==> src/rtl/mbldcm_phase_stepper.sv <==
// Commutation phase sequencer: steps the phase index every iDiv cycles while running.
// Optional reverse stepping is enabled by defining MBLDCM_PHASESTEP_DIR_EN.
module mbldcm_phase_stepper #(
    parameter logic [3:0] pTotalPhaseStages = 4'd12,
    parameter int         pWidthStepCount   = 16
) (
    input  logic                       iClock,
    input  logic                       iReset_n,
    input  logic [31:0]                iDiv,
    input  logic                       iStop,
`ifdef MBLDCM_PHASESTEP_DIR_EN
    input  logic                       iDir,
`endif
    output logic [3:0]                 oPhase,
    output logic                       oStep,
    output logic                       oRevolution,
    output logic                       oRunning,
    output logic [pWidthStepCount-1:0] oStepCount
);

    // No handshake here: iDiv and iStop are level signals sampled on every rising edge of iClock.
    typedef enum logic {
        sIdle = 1'b0,
        sRun  = 1'b1
    } tState;

    localparam logic [3:0] cLastPhase = pTotalPhaseStages - 4'd1;

    tState                      rState;
    tState                      wStateNext;
    logic [31:0]                rCnt;
    logic [31:0]                wCntNext;
    logic [31:0]                rDivL;
    logic [31:0]                wDivLNext;
    logic [3:0]                 rPhase;
    logic [3:0]                 wPhaseNext;
    logic                       rStep;
    logic                       wStepNext;
    logic                       rRev;
    logic                       wRevNext;
    logic [pWidthStepCount-1:0] rStepCount;
    logic [pWidthStepCount-1:0] wStepCountNext;
    logic [31:0]                wDivSat;
    logic                       wStepEdge;
    logic                       wDir;

`ifdef MBLDCM_PHASESTEP_DIR_EN
    assign wDir = iDir;
`else
    assign wDir = 1'b0;
`endif

    assign wDivSat   = (iDiv == 32'd0) ? 32'd1 : iDiv;
    assign wStepEdge = (rState == sRun) && !iStop && (rCnt == rDivL - 32'd1);

    // State register together with the datapath registers it controls.
    always_ff @(posedge iClock) begin
        if (!iReset_n) begin
            rState     <= sIdle;
            rCnt       <= 32'd0;
            rDivL      <= 32'd1;
            rPhase     <= 4'd0;
            rStep      <= 1'b0;
            rRev       <= 1'b0;
            rStepCount <= '0;
        end else begin
            rState     <= wStateNext;
            rCnt       <= wCntNext;
            rDivL      <= wDivLNext;
            rPhase     <= wPhaseNext;
            rStep      <= wStepNext;
            rRev       <= wRevNext;
            rStepCount <= wStepCountNext;
        end
    end

    always_comb begin
        wStateNext = rState;
        case (rState)
            sIdle: if (!iStop) wStateNext = sRun;
            sRun:  if (iStop)  wStateNext = sIdle;
        endcase
    end

    // Stop takes priority over a coinciding step edge, so the phase simply holds.
    always_comb begin
        wCntNext       = rCnt;
        wDivLNext      = rDivL;
        wPhaseNext     = rPhase;
        wStepNext      = 1'b0;
        wRevNext       = 1'b0;
        wStepCountNext = rStepCount;
        case (rState)
            sIdle: begin
                wCntNext = 32'd0;
                if (!iStop) wDivLNext = wDivSat;
            end
            sRun: begin
                if (iStop) begin
                    wCntNext = 32'd0;
                end else if (wStepEdge) begin
                    wCntNext       = 32'd0;
                    wDivLNext      = wDivSat;
                    wStepNext      = 1'b1;
                    wStepCountNext = rStepCount + pWidthStepCount'(1);
                    if (!wDir) begin
                        if (rPhase >= cLastPhase) begin
                            wPhaseNext = 4'd0;
                            wRevNext   = 1'b1;
                        end else begin
                            wPhaseNext = rPhase + 4'd1;
                        end
                    end else begin
                        if (rPhase == 4'd0) begin
                            wPhaseNext = cLastPhase;
                            wRevNext   = 1'b1;
                        end else begin
                            wPhaseNext = rPhase - 4'd1;
                        end
                    end
                end else begin
                    wCntNext = rCnt + 32'd1;
                end
            end
        endcase
    end

    assign oPhase      = rPhase;
    assign oStep       = rStep;
    assign oRevolution = rRev;
    assign oRunning    = (rState == sRun);
    assign oStepCount  = rStepCount;

endmodule

==> config.mk <==
export PLATFORM = sky130hd
export DESIGN_NAME = mbldcm_phase_stepper
export DESIGN_NICKNAME = d
export VERILOG_FILES = /design/src/rtl/mbldcm_phase_stepper.sv
export SDC_FILE = /design/constraint.sdc
export NUM_CORES = 1
export LEC_CHECK = 0
export ABC_AREA = 1
export ABC_CLOCK_PERIOD_IN_PS = 6000
export BUFFER_PORTS_ARGS = -buffer_cell sky130_fd_sc_hd__buf_2
export CAP_MARGIN = 20
export CORE_MARGIN = 1
export CORE_UTILIZATION = 30
export DETAILED_ROUTE_END_ITERATION = 16
export PLACE_DENSITY = 0.55
export SKIP_CTS_REPAIR_TIMING = 1
export SLEW_MARGIN = 20
export SYNTH_ARGS = -nofsm -noshare
export SYNTH_HDL_FRONTEND = slang
export SYNTH_SLANG_ARGS = --single-unit
export TNS_END_PERCENT = 100
==> constraint.sdc <==
create_clock -name iClock -period 6 [get_ports iClock]
set_input_delay 0.3 -clock iClock [delete_from_list [all_inputs] [get_ports iClock]]
set_output_delay 0.3 -clock iClock [all_outputs]
set_load 0.01 [all_outputs]
==> impl_metrics.json <==
{
  "synth_edf_count": 0,
  "synth_simple_gate_area_share_pct": 41.4,
  "drtIter0Drc": 236,
  "drcViolationCount": 0,
  "timing.fmax_ghz": 0.263,
  "synth.area.mux_share_pct": 0,
  "tightest_slew_ns": 0.964,
  "cp_max_fo": 57,
  "cts_made_buffers": 9,
  "min_path_type": "input pin to flip-flop",
  "synth_top_area_share_pct": 31.7,
  "use_met2_pct": 27.0,
  "cts.clk_slew.worst_paths_ns": 0.07,
  "holdPathStages": 2,
  "synthXorXnorAreaFrac_pct": 11.3,
  "routed_wl_um": 14200,
  "rsz0062_at_grt": "false",
  "cts-root-buf": "clkbuf_16",
  "fill_cells": 1999,
  "synthCells": 880,
  "dr.pass1.iters": 4,
  "yosysWarningCount": 0,
  "hpwl_um": 11300,
  "crit_type": "flip-flop to flip-flop",
  "cts_tree": "built",
  "top_usage_layer": "met2",
  "syn_area_um2": 5490,
  "dr_total_vias": 5226,
  "use_met3_pct": 2.39,
  "async_flop_share_pct": 0,
  "initial_core_util_pct": 30.5,
  "finClkSkew_ns": 0.00960,
  "synthAdderAreaFrac_pct": 0.912,
  "fp.coreArea_um2": 18000,
  "slew_headroom_pct": 35.5,
  "grt.overflow.total": 0,
  "met1_usage_pct": 21.5,
  "grt.total_usage_pct": 16.5,
  "wl_per_cell_um": 12.2,
  "status": "finished, final reports clean",
  "grt_pass1_wl_um": 24100,
  "peakVddDrop_mv": 0.143,
  "place.gp.congestion": 0.907,
  "antenna_found_initial": 0,
  "endpoint_kind": "flip-flop",
  "setup_viol": 0,
  "final_cell_mix": "215 x nand2_1, 184 x nor2_1, 122 x inv_1",
  "worst-endpoint-arrival_ns": 4.03,
  "final_common_cell": "nand2_1",
  "avgSynthCellArea_um2": 6.23,
  "timing.rr.end": "rDivL[25]$_SDFFE_PN0P_",
  "period_share_pct": 63.3,
  "die_h_um": 137,
  "htreeDepth": 3,
  "final_area_um2": 6290,
  "synth_top_family_by_area": "simple AND/OR/NAND/NOR gates",
  "leakagePower_nw": 2.84,
  "ioPinCount": 58,
  "min_to": "oRunning$_SDFF_PN0_",
  "via_per_inst": 4.50,
  "cp.required_ns": 6.24,
  "post-route-min-period_ns": 3.80,
  "dpl-instance-area_um2": 5950,
  "synth_top_cell_by_area": "dfxtp_1",
  "chipWidth_um": 137,
  "cap_viol_max_count": 0,
  "yosysSeqAreaShare_pct": 31.7,
  "synthesis.nets": 919,
  "drtAntennaViolNets": 0,
  "num_antenna_cells": 0,
  "synth_cell_types": 31,
  "ctsLongestPathBuffers": 2,
  "synth_compound_area_share_pct": 3.65,
  "layout-drive-gt1-share_pct": 9.97,
  "first_global_vias": 4888,
  "slew_viol_final": 0,
  "clk_latency_ns": 0.35,
  "synth_seq_cells": 87,
  "reg2reg_depth": 17,
  "io_buffers": 57,
  "synthTopCellsByArea": "dfxtp_1 32%, nand2_1 15%, nor2_1 13%",
  "fin_setup_tns_ns": 0,
  "hold_path_startpoint": "iStop",
  "hold_ws_ns": 0.160,
  "placementRows": 49,
  "cellPowerDensity_nw_per_um2": 232,
  "synth_flop_cell": "dfxtp_1",
  "die_area_um2": 18800,
  "cts_sinks": 87,
  "syn2layout_area_growth_pct": 14.7,
  "rrSetupSlack_ns": 2.20,
  "hold_viol_final": 0,
  "grt_max_degree": 58,
  "num-nets-final": 967,
  "worstSetupStartpointType": "flip-flop",
  "rr_startpoint": "rDivL[0]$_SDFFE_PN1P_"
}
-- logic make-up after synthesis --
group	count (synthesis)
simple gates	531
xor+xnor	71
flops	87
fa+ha+maj	4
buf+inv	149
compound gates	38
-- state kept, by name (all words and copies together) (netlist names) --
signal	flops
oRunning	1
oStepCount	16
rDivL	32
oRevolution	1
oStep	1
rCnt	32
oPhase	4
-- area by class of cell --
class,instances,area [um2],share of cell area [%]
clock buffer,10,229,3.64
sequential,87,1740,27.7
tap,229,287,4.55
multi-input combinational,644,3150,50.0
inverter,127,477,7.57
timing repair buffer,59,300,4.77
clock inverter,6,115,1.83
-- synthesized netlist by cell type, types with 5 or more instances --
library cell / n
o21ai_0: 6
clkbuf_1: 7
inv_1: 122
buf_2: 8
nand2_1: 215
xnor2_1: 16
nor3_1: 17
dfxtp_1: 87
nor4_1: 13
nand4_1: 29
nand3_1: 53
xor2_1: 55
a21oi_1: 21
nor2_1: 184
nand2_2: 5
o21ai_1: 7
-- critical path, stage by stage, from the launching register on --
cell and delay [ns]:
dfxtp_1 0.33, inv_1 0.11, ha_1 0.25, nand2_2 0.12, nor2_4 0.20, nand2_2 0.12, o21ai_1 0.19, nand2_1 0.07
nand2_1 0.08, nand2_1 0.06, nor2_1 0.08, nand3_1 0.11, nor2_4 0.38, nand3_4 0.42, nand2_2 0.86, nand2_1 0.12
nand2_1 0.09, nor2_1 0.04
-- routing by layer --
metal / vias to the layer above / part of all wire (%)
met5: - / 0
met4: 0 / 2.3
met3: 22 / 3.0
met2: 79 / 45
met1: 2294 / 49
li1: 2831 / -
-- stage by stage --
step           util, %  setup slack [ns]  std cells  total power, mW
2_1_floorplan        -              3.64        880            0.770
3_3_place_gp      33.1              2.22       1146            0.821
3_5_place_dp      33.1              2.20       1146            0.822
4_1_cts           35.0              2.20       1162             1.48
5_1_grt           35.0              1.74       1162             1.53
6_report          35.0              2.20       1162             1.46
-- how the worst max path moves through the flow --
stage / startpoint / to
2_1_floorplan: rDivL[0]$_SDFFE_PN1P_ / rDivL[5]$_SDFFE_PN0P_
3_3_place_gp: rDivL[0]$_SDFFE_PN1P_ / rDivL[31]$_SDFFE_PN0P_
3_5_place_dp: rDivL[0]$_SDFFE_PN1P_ / rDivL[25]$_SDFFE_PN0P_
4_1_cts: rDivL[0]$_SDFFE_PN1P_ / rDivL[25]$_SDFFE_PN0P_
5_1_grt: rDivL[0]$_SDFFE_PN1P_ / rDivL[22]$_SDFFE_PN0P_
6_report: rDivL[0]$_SDFFE_PN1P_ / rDivL[25]$_SDFFE_PN0P_
-- power breakdown --
part	leakage [nW]	internal (mW)	switching, mW
clock	0.164	0.410	0.243
sequential	0.709	0.595	0.0231
combinational	1.97	0.0674	0.123
Power figures use the tool's default switching activity.
